<file path="src/rtl/ifetch_dispatch.sv">
// rtl/ifetch_dispatch.sv - instruction fetch/dispatch: pops FIFO ops, performs reads, presents results
// READ ops go to memory, NOP is dropped, anything else returns an error result.
module ifetch_dispatch (
  input  logic        clk,
  input  logic        reset,
  input  logic        ififo_empty,
  input  logic [23:0] ififo_do,
  output logic        ififo_unshift,
  input  logic        flush,
  output logic        mem_req,
  output logic [15:0] mem_addr,
  input  logic        mem_ack,
  input  logic [15:0] mem_data,
  output logic        result_valid,
  output logic [4:0]  result_op,
  output logic [2:0]  result_tag,
  output logic [15:0] result_data,
  output logic        result_err,
  input  logic        result_accept
);

  localparam logic [4:0] OP_NOP  = 5'h00;
  localparam logic [4:0] OP_READ = 5'h02;

  typedef enum logic [1:0] {IDLE = 2'd0, REQ = 2'd1, RESP = 2'd2} state_t;

  state_t      state;
  state_t      state_next;
  logic [4:0]  op_q;
  logic [2:0]  tag_q;
  logic [15:0] addr_q;
  logic [15:0] data_q;
  logic        err_q;
  logic        flush_seen;

  logic [4:0]  head_op;
  logic        pop;
  logic        drop;

  assign head_op = ififo_do[23:19];
  // Reset counts as an empty FIFO so nothing is popped while it is held.
  assign pop     = (state == IDLE) && !ififo_empty && !flush && !reset;
  assign drop    = flush || flush_seen;

  always_ff @(posedge clk or posedge reset) begin
    if (reset) state <= IDLE;
    else       state <= state_next;
  end

  always_comb begin
    state_next = state;
    case (state)
      IDLE: begin
        if (pop) begin
          if (head_op == OP_READ)     state_next = REQ;
          else if (head_op != OP_NOP) state_next = RESP;
        end
      end
      REQ: begin
        // The bus cycle always completes; a flush only decides whether the data is kept.
        if (mem_ack) state_next = drop ? IDLE : RESP;
      end
      RESP: begin
        if (flush || result_accept) state_next = IDLE;
      end
      default: state_next = IDLE;
    endcase
  end

  always_comb begin
    ififo_unshift = pop;
    mem_req       = (state == REQ);
    mem_addr      = addr_q;
    result_valid  = (state == RESP);
    result_op     = op_q;
    result_tag    = tag_q;
    result_data   = data_q;
    result_err    = err_q;
  end

  always_ff @(posedge clk or posedge reset) begin
    if (reset) begin
      op_q       <= 5'h00;
      tag_q      <= 3'h0;
      addr_q     <= 16'h0000;
      data_q     <= 16'h0000;
      err_q      <= 1'b0;
      flush_seen <= 1'b0;
    end else begin
      if (pop) begin
        op_q   <= head_op;
        tag_q  <= ififo_do[18:16];
        addr_q <= ififo_do[15:0];
        data_q <= 16'h0000;
        err_q  <= (head_op != OP_READ) && (head_op != OP_NOP);
      end
      if (state == REQ) begin
        if (mem_ack) begin
          if (!drop) data_q <= mem_data;
          flush_seen <= 1'b0;
        end else if (flush) begin
          flush_seen <= 1'b1;
        end
      end
    end
  end

endmodule

</file>
<file path="config.mk">
export PLATFORM = sky130hd
export DESIGN_NAME = ifetch_dispatch
export DESIGN_NICKNAME = d
export VERILOG_FILES = /design/src/rtl/ifetch_dispatch.sv
export SDC_FILE = /design/constraint.sdc
export NUM_CORES = 1
export LEC_CHECK = 0
export BUFFER_PORTS_ARGS = -buffer_cell sky130_fd_sc_hd__clkbuf_2
export CORE_MARGIN = 5
export CORE_UTILIZATION = 40
export CTS_BUF_LIST = sky130_fd_sc_hd__clkbuf_4 sky130_fd_sc_hd__clkbuf_8 sky130_fd_sc_hd__clkbuf_16
export CTS_CLUSTER_DIAMETER = 80
export DETAILED_ROUTE_END_ITERATION = 16
export GPL_ROUTABILITY_DRIVEN = 0
export GPL_TIMING_DRIVEN = 0
export HOLD_SLACK_MARGIN = 0.03
export PLACE_DENSITY = 0.72
export SLEW_MARGIN = 30
export SYNTH_ARGS = -nofsm -noshare
export SYNTH_HDL_FRONTEND = slang
export SYNTH_SLANG_ARGS = --single-unit
export TNS_END_PERCENT = 30
</file>
<file path="constraint.sdc">
create_clock -name clk -period 1.4 [get_ports clk]
set_input_delay 0.07 -clock clk [delete_from_list [all_inputs] [get_ports clk]]
set_output_delay 0.07 -clock clk [all_outputs]
set_load 0.005 [all_outputs]
</file>
==> qor.yml <==
holdCritPathClass: "in -> reg"
cp_data_arrival_time_ns: 1.55
leakage_uw: 0.00148
fp.dieArea_sq_mm: 0.00571
post-route-min-period_ns: 1.38
p_comb_share_pct: 22.4
antenna_found_initial: 0
wirelength_microns: 4990
layout_common_cells: "clkbuf_2, dfrtp_1, dlygate4sd3_1"
syn_area_sq_mm: 0.00172
tns_ns: 0
status: "finished clean"
place_area_sq_mm: 0.00226
path_max_fanout: 6
reg2regPathDepth: 5
rows: 23
first_iter_violations: 32
hpwlAfterDp_microns: 3180
grt_pass1_wl_microns: 7220
yosysSeqAreaShare_pct: 64.0
report.final.slew_viol_count: 0
core_area_sq_mm: 0.00409
syn_area_per_cell_sq_um: 15.2
ys_warn_count: 0
dieHeight_microns: 75.6
cts_tree: "yes"
detailroute.via_count: 1512
dr.pass1.iters: 4
htreeDepth: 2
layout_commonest_cell: "clkbuf_2"
syn-instance-count: 113
wire_per_inst_microns: 16.2
grt.overflow.total: 0
pin_count: 90
r2r-start: "state[1]"
grt_max_degree: 24
fin_skew_ns: 0.00702
end_kind: "register"
p_seq_share_pct: 52.3
critical_path_class: "reg -> reg"
drv_cap: 0
hold_depth: 2
worst_pin_slew_ns: 0.500
pwr_density_cell_mw_per_mm2: 1010
via_per_inst: 4.91
r2r_slack_ns: 0.02
final_cell_area_sq_mm: 0.00290
drc: 0
swShare_pct: 24.6
cp.required_ns: 1.57
period_share_pct: 98.5
clkSinkCount: 44
r2r-end: "mem_addr[15]"
drive_above_1_share_pct: 54.5
max_freq_mhz: 725
grt_usage_pct: 17.0
cts_buffer_depth: 2
synth.distinct_cells: 25
nets: 303
ir_drop_mv: 0.820
portBuffers: 89
net-switching-power_uw: 721
worstHoldStart: "ififo_do[21]"
root_buffer: "clkbuf_8"
fin_cells: 308
place_inst: 253
synth_nets: 159
setup_viol: 0
slew_headroom_pct: 66.6
holdPathEnd: "result_op[2]"
ys_ff_latch: 44
ant_nets: 0
critPathLaunchType: "register"
clk_pin_slew_ns: 0.08
die_w_microns: 75.6
rsz0062_at_grt: "true"
grt_pass1_vias: 1629
hold_violations: 0
area_growth_pct: 68.8
insertion_delay_ns: 0.29
power_uw: 2930
internal_power_uw: 2210
numCtsBuffers: 5
start_util_pct: 42.1
pwr-share-clk_pct: 25.3
fillers: 282
## synthesized netlist by cell type
cell / number / area [sq um]
nor3_4: 1 / 16.3
nor3_2: 1 / 10.0
and3b_1: 1 / 8.76
or3b_2: 1 / 8.76
buf_2: 2 / 10.0
nor2b_1: 3 / 18.8
nand2_2: 1 / 6.26
or4_1: 1 / 7.51
a22oi_2: 1 / 12.5
o21a_1: 1 / 7.51
mux2_2: 7 / 78.8
o32ai_1: 1 / 8.76
inv_4: 1 / 6.26
inv_1: 1 / 3.75
a22o_1: 16 / 140
mux2_1: 17 / 191
nor4_1: 1 / 6.26
nand2_1: 1 / 3.75
dfrtp_1: 44 / 1100
a21oi_1: 3 / 15.0
nand3b_1: 1 / 7.51
nor2_1: 3 / 11.3
buf_6: 2 / 22.5
a31o_2: 1 / 8.76
a32oi_1: 1 / 8.76
## power by group through the flow
| stage | Clock (uW) | Combinational [uW] | Sequential, uW |
|---|---|---|---|
| finish | 742 | 657 | 1530 |
| global route | 825 | 716 | 1550 |
| CTS | 772 | 582 | 1520 |
| detailed placement | 0 | 487 | 1540 |
| global placement | 0 | 468 | 1530 |
| floorplan | 0 | 184 | 1550 |
## cells by family (layout without fill, tap and decap cells)
logic type / after synthesis / count (layout) / share of synthesized area, %
other cells: 0 / 1 / 0
buf+inv: 6 / 150 / 2.47
simple gates: 15 / 15 / 6.11
compound gates: 24 / 24 / 11.7
flops: 44 / 44 / 64.0
mux: 24 / 24 / 15.7
## cell type report
cell class | instances | area [sq um] | area share, %
diodes | 1 | 2.50 | 0.0862
plain buffers | 4 | 48.8 | 1.68
clock buffers | 6 | 76.3 | 2.63
clock inverters | 1 | 5.00 | 0.172
inverters | 2 | 15.0 | 0.517
multi-input cells | 63 | 633 | 21.8
flip-flops and latches | 44 | 1100 | 38.0
well taps | 50 | 62.6 | 2.15
repair buffers | 137 | 957 | 33.0
## critical path, stage by stage (launching register included)
cell,delay [ns]
dfrtp_2,0.46
nor2_4,0.15
nand2_4,0.09
inv_8,0.10
buf_4,0.12
mux2_2,0.33
## how the worst max path moves through the flow
stage             start               to  slack, ns  depth (start not counted)
6_report       state[1]     mem_addr[15]       0.02                          5
5_1_grt        state[1]    ififo_unshift      -0.04                          5
4_1_cts        state[1]    ififo_unshift      0.003                          5
3_5_place_dp   state[1]  result_data[12]      -0.18                          4
3_3_place_gp      reset      mem_addr[8]      -0.32                          2
2_1_floorplan  state[1]     mem_addr[10]       0.02                          5
## state kept, by name (all words and copies together) (netlist names)
signal       cells
state            2
result_err       1
result_op        5
mem_addr        16
flush_seen       1
result_data     16
result_tag       3
## metrics by stage
stage	hold slack [ns]	util [%]	setup WS (ns)
3_3_place_gp	0.286	54.6	-0.321
3_5_place_dp	0.157	55.3	-0.177
5_1_grt	0.0333	71.0	-0.0363
4_1_cts	0.0394	67.9	0.00275
2_1_floorplan	0.161	-	0.0185
6_report	0.0507	71.1	0.0204
## routing by layer
metal | track usage (%) | up-vias | routed length, microns
met1 | 17.9 | 732 | 1850
met2 | 31.4 | 57 | 2700
li1 | - | 711 | -
met3 | 4.35 | 12 | 326
met4 | 7.96 | 0 | 112
met5 | 0 | - | 0
## timing repair
action,CTS,global route
pin swaps,3,1
endpoints found under the setup margin,28,23
hold endpoints to repair,56,0
hold buffers,36,0
gates cloned,0,2
buffers inserted,6,3
gates resized for setup,9,15
No activity file was read; power rests on OpenSTA's default activity.
